## src/rtl/rv32i_pkg.sv

```systemverilog
// Shared types and constants for the rv32i memory sequencer.
package rv32i_pkg;

    // Sequencer phases for one instruction (plus the loader slot).
    typedef enum logic [2:0] {
        ST_BOUND   = 3'd0,
        ST_F_ISSUE = 3'd1,
        ST_F_WAIT  = 3'd2,
        ST_SETTLE  = 3'd3,
        ST_D_ISSUE = 3'd4,
        ST_D_WAIT  = 3'd5,
        ST_COMMIT  = 3'd6,
        ST_LOAD    = 3'd7
    } seq_state_t;

    // addi x0,x0,0 -- presented to the core out of reset.
    localparam logic [31:0] NOP_INSTR = 32'h00000013;

    // Legal RAM read latency range; the wait counter is sized for RD_LAT_MAX-1.
    localparam int RD_LAT_MIN = 1;
    localparam int RD_LAT_MAX = 4;
    localparam int LAT_CNT_W  = 2;

endpackage

```

## src/rtl/rv32i_lat_counter.sv

```systemverilog
// Down-counter used to time RAM read latency for fetch and data reads.
module rv32i_lat_counter
    import rv32i_pkg::*;
(
    input  logic                 clk,
    input  logic                 rst,
    input  logic                 load,
    input  logic [LAT_CNT_W-1:0] load_val,
    input  logic                 dec,
    output logic                 expired
);

    logic [LAT_CNT_W-1:0] cnt;

    // Load wins over decrement; the count saturates at zero.
    always_ff @(posedge clk or posedge rst) begin
        if (rst)
            cnt <= '0;
        else if (load)
            cnt <= load_val;
        else if (dec && (cnt != '0))
            cnt <= cnt - 1'b1;
    end

    assign expired = (cnt == '0);

endmodule

```

## src/rtl/rv32i_mem_sequencer.sv

```systemverilog
// Multi-cycle sequencer sharing one single-port synchronous RAM between
// instruction fetch, data access and a program loader for the rv32i core.
module rv32i_mem_sequencer
    import rv32i_pkg::*;
#(
    parameter int ADDR_W = 16,
    parameter int RD_LAT = 1     // legal RD_LAT_MIN..RD_LAT_MAX
) (
    input  logic              clk,
    input  logic              rst,
    input  logic [ADDR_W-1:0] core_pc,
    input  logic [31:0]       core_addr,
    input  logic [31:0]       core_wdata,
    input  logic              core_we,
    input  logic              core_dreq,
    output logic [31:0]       core_instr,
    output logic [31:0]       core_rdata,
    output logic              core_ce,
    input  logic              halt,
    input  logic              ld_valid,
    input  logic [ADDR_W-1:0] ld_addr,
    input  logic [31:0]       ld_wdata,
    output logic              ld_ready,
    output logic              mem_en,
    output logic              mem_we,
    output logic [ADDR_W-3:0] mem_addr,
    output logic [31:0]       mem_wdata,
    input  logic [31:0]       mem_rdata,
    output logic [31:0]       instret
);

    // Counter preload so that expiry lands on the cycle read data is valid.
    localparam logic [LAT_CNT_W-1:0] LAT_INIT = LAT_CNT_W'(RD_LAT - 1);

    seq_state_t state, state_nxt;
    logic       cnt_load, cnt_dec, cnt_expired;

    // Byte-lane bits and upper data-address bits are intentionally ignored.
    logic unused_ok;
    assign unused_ok = &{1'b0, core_addr[31:ADDR_W], core_addr[1:0],
                         core_pc[1:0], ld_addr[1:0]};

    rv32i_lat_counter u_lat_cnt (
        .clk      (clk),
        .rst      (rst),
        .load     (cnt_load),
        .load_val (LAT_INIT),
        .dec      (cnt_dec),
        .expired  (cnt_expired)
    );

    // Next-state and RAM/handshake strobes; all outputs are decoded from state.
    always_comb begin
        state_nxt = state;
        mem_en    = 1'b0;
        mem_we    = 1'b0;
        mem_addr  = '0;
        mem_wdata = '0;
        core_ce   = 1'b0;
        ld_ready  = 1'b0;
        cnt_load  = 1'b0;
        cnt_dec   = 1'b0;
        case (state)
            ST_BOUND: begin
                if (ld_valid)
                    state_nxt = ST_LOAD;
                else if (!halt)
                    state_nxt = ST_F_ISSUE;
            end
            ST_LOAD: begin
                mem_en    = 1'b1;
                mem_we    = 1'b1;
                mem_addr  = ld_addr[ADDR_W-1:2];
                mem_wdata = ld_wdata;
                ld_ready  = 1'b1;
                state_nxt = ST_BOUND;
            end
            ST_F_ISSUE: begin
                mem_en    = 1'b1;
                mem_addr  = core_pc[ADDR_W-1:2];
                cnt_load  = 1'b1;
                state_nxt = ST_F_WAIT;
            end
            ST_F_WAIT: begin
                if (cnt_expired)
                    state_nxt = ST_SETTLE;
                else
                    cnt_dec = 1'b1;
            end
            ST_SETTLE: begin
                state_nxt = core_dreq ? ST_D_ISSUE : ST_COMMIT;
            end
            ST_D_ISSUE: begin
                mem_en    = 1'b1;
                mem_we    = core_we;
                mem_addr  = core_addr[ADDR_W-1:2];
                mem_wdata = core_wdata;
                if (core_we) begin
                    state_nxt = ST_COMMIT;
                end else begin
                    cnt_load  = 1'b1;
                    state_nxt = ST_D_WAIT;
                end
            end
            ST_D_WAIT: begin
                if (cnt_expired)
                    state_nxt = ST_COMMIT;
                else
                    cnt_dec = 1'b1;
            end
            ST_COMMIT: begin
                core_ce   = 1'b1;
                state_nxt = ST_BOUND;
            end
            default: state_nxt = ST_BOUND;
        endcase
    end

    // State register; reset abandons any in-flight access.
    always_ff @(posedge clk or posedge rst) begin
        if (rst)
            state <= ST_BOUND;
        else
            state <= state_nxt;
    end

    // Capture fetched instruction and load data only when the wait expires.
    always_ff @(posedge clk or posedge rst) begin
        if (rst) begin
            core_instr <= NOP_INSTR;
            core_rdata <= '0;
        end else begin
            if ((state == ST_F_WAIT) && cnt_expired)
                core_instr <= mem_rdata;
            if ((state == ST_D_WAIT) && cnt_expired)
                core_rdata <= mem_rdata;
        end
    end

    // Retired-instruction counter, wraps naturally.
    always_ff @(posedge clk or posedge rst) begin
        if (rst)
            instret <= '0;
        else if (state == ST_COMMIT)
            instret <= instret + 32'd1;
    end

endmodule
```

## config.mk

```make
export PLATFORM = sky130hd
export DESIGN_NAME = rv32i_mem_sequencer
export DESIGN_NICKNAME = d
export VERILOG_FILES = /design/src/rtl/rv32i_pkg.sv /design/src/rtl/rv32i_lat_counter.sv /design/src/rtl/rv32i_mem_sequencer.sv
export SDC_FILE = /design/constraint.sdc
export NUM_CORES = 1
export LEC_CHECK = 0
export BUFFER_PORTS_ARGS = -buffer_cell sky130_fd_sc_hd__buf_2
export CAP_MARGIN = 30
export CELL_PAD_IN_SITES_DETAIL_PLACEMENT = 1
export CELL_PAD_IN_SITES_GLOBAL_PLACEMENT = 1
export CORE_ASPECT_RATIO = 1.1
export CORE_MARGIN = 8
export CORE_UTILIZATION = 28
export DETAILED_ROUTE_END_ITERATION = 8
export PLACE_DENSITY = 0.82
export SLEW_MARGIN = 20
export SYNTH_ARGS = -nofsm -noshare
export SYNTH_HDL_FRONTEND = slang
export SYNTH_SLANG_ARGS = --single-unit
```

## constraint.sdc

```tcl
create_clock -name clk -period 3 [get_ports clk]
set_input_delay 0.45 -clock clk [delete_from_list [all_inputs] [get_ports clk]]
set_output_delay 0.45 -clock clk [all_outputs]
set_load 0.02 [all_outputs]
```

Yosys cells after proc, flatten, opt, wreduce, memory -nomap -nowiden

Index checks and enable logic that the tools add are counted.

Output and inout port bits: 146
Flip-flop bits (word level): 101
Logic and storage cells: 47

Eq/ne operators: 10
Muxes and demuxes: 19
Add/subtract/negate cells: 2
Reduce and logical (&&, ||, !) cells: 11

Operators with widths:

| cell                    | count |
|---|---|
| $pmux W32 S2            | 1 |
| $pmux W14 S3            | 1 |
| $add A32 B1 Y32 const B | 1 |
| $pmux W3 S7             | 1 |
| $eq A3 B3 Y1 const B    | 4 |
| $mux W3                 | 4 |
| $mux W2                 | 4 |
| $eq A3 B2 Y1 const B    | 2 |
| $mux W1                 | 6 |
| $ne A2 B2 Y1 const B    | 2 |
| $pmux W1 S2             | 2 |
| $reduce_bool A2 Y1      | 2 |
| $reduce_or A2 Y1        | 2 |
| $eq A3 B1 Y1 const B    | 1 |
| $logic_and A1 B1 Y1     | 3 |
| $logic_not A3 Y1        | 1 |
| $ne A3 B3 Y1 const B    | 1 |
| $reduce_and A3 Y1       | 1 |
| $reduce_or A3 Y1        | 1 |
| $logic_not A2 Y1        | 1 |
| $sub A2 B1 Y2 const B   | 1 |

Logic depth before layout (Yosys ltp)

Gate-level depths: netlist of run 1.

Depth in word-level cells: 6
Gate-level depth with buffers: 6
Depth with buffers taken out: 6

By module

From an unflattened synthesis of run 1, not the netlist that was laid out.

Cells, all modules: 403
Area, all modules: 4829.6 um^2

By module, submodules not included:

| module              | cells each | times used | area each (um^2) |
|---|---|---|---|
| rv32i_mem_sequencer | 390        | 1          | 4694.5 |
| rv32i_lat_counter   | 13         | 1          | 135.1 |

Worst setup path after synthesis of run 1

Ideal clock, no wire load.

Path type: flip-flop to output port
From: reg state[2]
To: out mem_addr[13]
Required time: 2.550 ns
Cell stages (with the launch flop): 6
Buffers on the path: 2
Slack: 0.899 ns
Arrival: 1.651 ns
Path through: dfrtp_1 buf_4 nor2_1 buf_2 a22oi_1 o21ai_0

Cells in the longest elaborated chain, start to end: 2
Elaborated cells on any way between the ends: 4

RTL lines:

| item                                         | RTL line                   | RTL |
|---|---|---|
| start, declared                              | rv32i_mem_sequencer.sv:35  | `seq_state_t state, state_nxt;` |
| start signal, assigned                       | rv32i_mem_sequencer.sv:124 | `state <= state_nxt;` |
| $eq A3 B3 Y1 or $eq A3 B1 Y1 (tied branches) | rv32i_mem_sequencer.sv:63  | `case (state)` |
| $pmux W14 S3 (*)                             | rv32i_mem_sequencer.sv:63  |  |
| end, declared                                | rv32i_mem_sequencer.sv:26  | `output logic [ADDR_W-3:0] mem_addr,` |

Mark *: on every way between the ends. The rest lies on a longest branch, timed or not.

Final worst setup path of run 1

From: reg state[2]
To: out mem_addr[12]

Same word-level chain as after synthesis.

==> metrics.cfg, run 1 <==
[status]
outcome=finished, final reports clean

[cts]
post_cts_buffers=0
clock-sinks=101
clk_path_buf_depth=2
tritoncts.num_buffers=9
clkTransAtPathRegs_ns=0.07
cts_tree=yes
worstSkewPairLatency_ns=0.33
htree_levels=3
ctsRootBufferMaster=clkbuf_16
holdBufCountCts=0
ctsResizeCount=0

[detailed_routing]
vias_per_cell=4.848
wl_um=17600
wl_per_cell_um=19.77
vias=4315
drt_iter0_markers=152
drtAntennaViolNets=0
drc=0
drt_first_pass_iters=4

[power]
switching_share_pct=42.67
switchingPower_mw=2.909
p_leak_nw=3.506
clkPwrFrac_pct=17.2
ir_worst_vdd_mv=0.3549
p_per_area_nw_per_um2=1005
p_seq_share_pct=32.2
p_int_mw=3.909
combPwrFrac_pct=50.6

[sta]
setup_tns_ns=0
layout_setup_ws_ns=0.3185
setup_viol=0
relSlewSlack_pct=54.81
max_freq_ghz=0.3729
finClkSkew_ns=0.01203
finalHoldViolCount=0
tightest_slew_ns=0.6728
fin_crit_ns=2.682
rsz0062_at_grt=false
slew_violations=0
finalCritPeriodShare_pct=89.38

[synthesis]
syn-num-nets=562
yosysUniqueCellTypes=41
postSynthAreaPerCell_um2=12.19
synthFlopType=dfrtp_1
syn-cell-area_um2=4802
yosysWarningCount=0
synth_seq_area_share_pct=52.71
synth_edf_count=0
synth-seq-cells=101
synthesis.instances=394
async_reset_ff_share_pct=100.0

[critical_path]
crit_family=flip-flops
cp.required_ns=2.55
cp.arrival_ns=2.23
cp_max_fo=16
critPathBufInv=1
worst_path_max_delay_cell=dfrtp_1
start_kind=flip-flop
endpoint_kind=primary output
critPathKind=reg -> out
cpPeakStageDelay_ns=0.71
path_cells=and2_1 > a22oi_1 > o21ai_0 > buf_2

[place]
dp_slack_ns=0.6705
place_congestion=0.8063
dpl.hpwl_um=14260
portBuffers=289

[global_route]
grt_max_degree=68
grt.total_usage_pct=15.83
overflow=0
grt_pass1_wl_um=27080
grt_pass1_vias=4716
antenna_found_initial=0

[die]
die_x_um=140.9
die_area_um2=21600
ios=312
rows=50
die_y_um=153.4
core_region_area_um2=16890
start_util_pct=28.43

[layout]
syn_to_final_growth_pct=41.22
diodes=0
final_common_cell=buf_2
drive_above_1_share_pct=57.18
final_cell_mix=289 x buf_2, 98 x dfrtp_1, 65 x mux2_2
final_nets=845

[min_path]
hp-class=in -> async

[flow_run]
cap_violations=0

==> logic make-up (layout without fill, tap and decap cells) <==
group	Yosys count	in the layout	synth area share (%)
compound gates	78	78	12.12
mux	65	65	15.24
fa+ha+maj	2	2	0.5210
simple gates	83	83	10.24
xor+xnor	32	32	5.836
flops	101	101	52.71
buf+inv	33	321	3.335
==> sequential cells by signal, indices dropped and copies added, names as in the netlist <==
register	count
u_lat_cnt.cnt	2
core_rdata	32
core_instr	32
state	3
instret	32
==> area by class of cell <==
cell class | count | area [um^2]
clock buffer | 10 | 229.0
clock inverter | 6 | 71.32
fill | 1979 | 10110
inverter | 6 | 26.28
multi-input combinational | 260 | 2117
sequential | 101 | 2531
tap | 208 | 260.3
timing repair buffer | 299 | 1546
==> power by group through the flow <==
stage                     logic, mW  clock network, mW  registers (mW)
final                          3.45               1.17            2.19
after global routing           3.73               1.26            2.27
after detailed placement       3.51                  0            2.23
after floorplan                1.68                  0            2.77
after global placement         3.45                  0            2.19
after CTS                      3.52               1.23            2.20
==> through the flow <==
step	hold WS [ns]	util [%]	total power [mW]	cell area (um^2)	instances
after CTS	0.1195	40.15	6.947	6782	890
after floorplan	0.4712	-	4.446	4806	394
after global routing	0.1340	40.15	7.252	6782	890
after global placement	0.4707	38.37	5.637	6481	874
after detailed placement	0.4705	38.37	5.741	6481	874
final	0.1267	40.15	6.817	6782	890
==> worst paths after layout <==
kind                         startpoint  depth (start not counted)  slack (ns)            end
setup / recovery               state[2]                          4        0.32   mem_addr[12]
hold / removal                      rst                          2        0.13     instret[5]
setup reg to reg               state[2]                          4        0.93    instret[31]
hold reg to reg             instret[10]                          1        0.49    instret[10]
max in group asynchronous           rst                          3        2.17  core_instr[0]
min in group clk           mem_rdata[2]                          2        0.36  core_rdata[2]
==> worst reg2reg max path, delay by kind of cell, from the launching register on <==
family | cells | cell delay (ns)
XOR/XNOR | 1 | 0.17
flip-flops | 1 | 0.71
AND/OR/NAND/NOR | 3 | 1.08
==> routing by layer <==
metal	share of wire (%)	track usage (%)
met5	0	0
met4	2.4	5.430
met3	8.0	5.452
met2	50	28.04
met1	39	17.20
==> synth_stat cells (6+ instances only) <==
library cell / number / area share (%)
o21ai_0: 16 / 1.7
xnor2_1: 27 / 4.9
dfrtp_1: 98 / 51
a22oi_1: 14 / 2.2
mux2_2: 65 / 15
and3_1: 9 / 1.2
nand2_1: 23 / 1.8
nand4_1: 9 / 1.2
and4_1: 7 / 1.3
buf_2: 17 / 1.8
clkbuf_1: 6 / 0.47
nand3_1: 15 / 1.6
a22o_1: 32 / 5.8
(Power assumes the default switching activity.)
==> inputs of run 2 (changes only) <==
- CTS_CLUSTER_SIZE: unset -> 10
- REMOVE_ABC_BUFFERS: unset -> 1
==> metrics.cfg, run 2 (synthesis gave the netlist of run 1 again) <==
[layout]
top_regs=core_instr (32), core_rdata (32), instret (32)
finalNonFillerCells=891  ; +0.11%
diodes=0  ; unchanged
final_common_cell=buf_2
syn_to_final_growth_pct=41.61
final_nets=846  ; +0.12%
drive_above_1_share_pct=57.25  ; +0.063 points
final_cell_mix=289 x buf_2, 98 x dfrtp_1, 65 x mux2_2
stdcell_area_um2=6800  ; +0.28%

[critical_path]
reg2reg_depth=5  ; +1
reg2reg_to=instret[27]
endpoint_kind=primary output
cp.arrival_ns=2.15  ; -0.08 ns
worst_path_max_delay_cell=dfrtp_1
critPathKind=reg -> out
cp_max_fo=15  ; -1
cp.required_ns=2.55  ; about the same
regToRegSetupSlack_ns=0.78  ; -0.15 ns
cpPeakStageDelay_ns=0.65  ; -0.06 ns
path_cells=and2_1 > a22oi_1 > o21ai_0 > buf_2
r2r-start=state[2]
start_kind=flip-flop

[sta]
max_freq_ghz=0.3847  ; +3.2%
whs_ns=0.1104  ; -0.01632 ns
setup_viol=0  ; unchanged
finalCritPeriodShare_pct=86.64  ; -2.7 points
setup_tns_ns=0  ; unchanged
rsz0062_at_grt=false
finClkSkew_ns=0.01529  ; +0.003262 ns
fin_crit_ns=2.599  ; -0.08232 ns
slew_violations=0  ; unchanged
tightest_slew_ns=0.7877  ; +0.1148 ns
finalHoldViolCount=0  ; unchanged
relSlewSlack_pct=47.09  ; -7.7 points

[detailed_routing]
wl_um=17870  ; +1.6%
vias_per_cell=4.853  ; about the same
wl_per_cell_um=20.06  ; +1.4%
drc=0  ; unchanged
vias=4324  ; +0.21%
drt_first_pass_iters=4  ; unchanged
drt_iter0_markers=110  ; -28%
drtAntennaViolNets=0  ; unchanged

[place]
portBuffers=289  ; unchanged
placed_area_um2=6487  ; about the same
place_congestion=0.7811  ; -3.1%
dp_cells=875  ; +0.11%
dpl.hpwl_um=14710  ; +3.1%

[cts]
ctsResizeCount=0  ; unchanged
clock-sinks=101  ; unchanged
worstSkewPairLatency_ns=0.34  ; about the same
post_cts_buffers=0  ; unchanged
cts_tree=yes
htree_levels=3  ; unchanged
tritoncts.num_buffers=9  ; unchanged
clk_path_buf_depth=2  ; unchanged
ctsRootBufferMaster=clkbuf_16
holdBufCountCts=0  ; unchanged
clkTransAtPathRegs_ns=0.08  ; about the same

[die]
die_x_um=140.9  ; unchanged
rows=50  ; unchanged
die_area_um2=21600  ; unchanged
ios=312  ; unchanged
core_region_area_um2=16890  ; unchanged
die_y_um=153.4  ; unchanged
start_util_pct=28.43  ; unchanged

[global_route]
overflow=0  ; unchanged
antenna_found_initial=0  ; unchanged
grt_pass1_vias=4764  ; +1.0%
grt_max_degree=50  ; -26%
grt_pass1_wl_um=27620  ; +2.0%
grt.total_usage_pct=16.23  ; +0.40 points

[power]
p_per_area_nw_per_um2=1010  ; +0.43%
p_leak_nw=3.527  ; +0.62%
ir_worst_vdd_mv=0.3307  ; -6.8%

[min_path]
hp-class=in -> async

[flow_run]
cap_violations=0  ; unchanged

[status]
outcome=finished, final reports clean

==> run 2: cell count changes in the layout (fill, tap and decap cells not counted), sizes merged <==
cell,previous run,this run
clkinvlp,3,0
clkbuf,10,12
clkinv,2,4
buf,299,300
inv,6,5
==> run 2: stage by stage <==
| step | setup WS [ns] | power [mW] | util [%] |
|---|---|---|---|
| floorplan | -1.215 | 4.375 | - |
| global placement | 0.7460 | 5.659 | 38.41 |
| detailed placement | 0.7223 | 5.772 | 38.41 |
| CTS | 0.3544 | 7.005 | 40.26 |
| global route | 0.1776 | 7.299 | 40.26 |
| finish | 0.4008 | 6.865 | 40.26 |
==> run 2: routing by layer <==
metal	wire, um	GRT usage (%)
met5	0	0
met4	167	3.637
met3	1543	6.199
met2	9356	29.35
met1	6803	17.49
==> run 2: power by group <==
part | leakage (nW) | internal (mW) | switching [mW]
Combinational | 2.12 | 1.37 | 2.07
Clock | 0.153 | 0.698 | 0.505
Sequential | 1.25 | 1.89 | 0.332
==> run 2: final cells by class <==
class / count / area (um^2)
multi-input combinational: 260 / 2117
clock buffer: 12 / 256.5
tap: 208 / 260.3
fill: 1935 / 10090
inverter: 6 / 25.02
clock inverter: 4 / 56.30
timing repair buffer: 300 / 1554
sequential: 101 / 2531
==> run 2: worst max-delay path: cells and delay by family (launching register included) <==
family / cells / cell delay, ns
AND/OR/NAND/NOR: 1 / 0.56
AO/OA/AOI/OAI: 2 / 0.35
flip-flops: 1 / 0.65
buffers and inverters: 1 / 0.26
==> run 2: worst max-delay path by stage <==
stage / startpoint / to / depth (start not counted)
after floorplan: state[2] / mem_wdata[0] / 2
after global placement: state[1] / mem_addr[1] / 4
after detailed placement: state[1] / mem_addr[3] / 4
after CTS: state[1] / mem_addr[3] / 4
after global routing: state[1] / mem_addr[1] / 4
final: state[1] / mem_addr[1] / 4
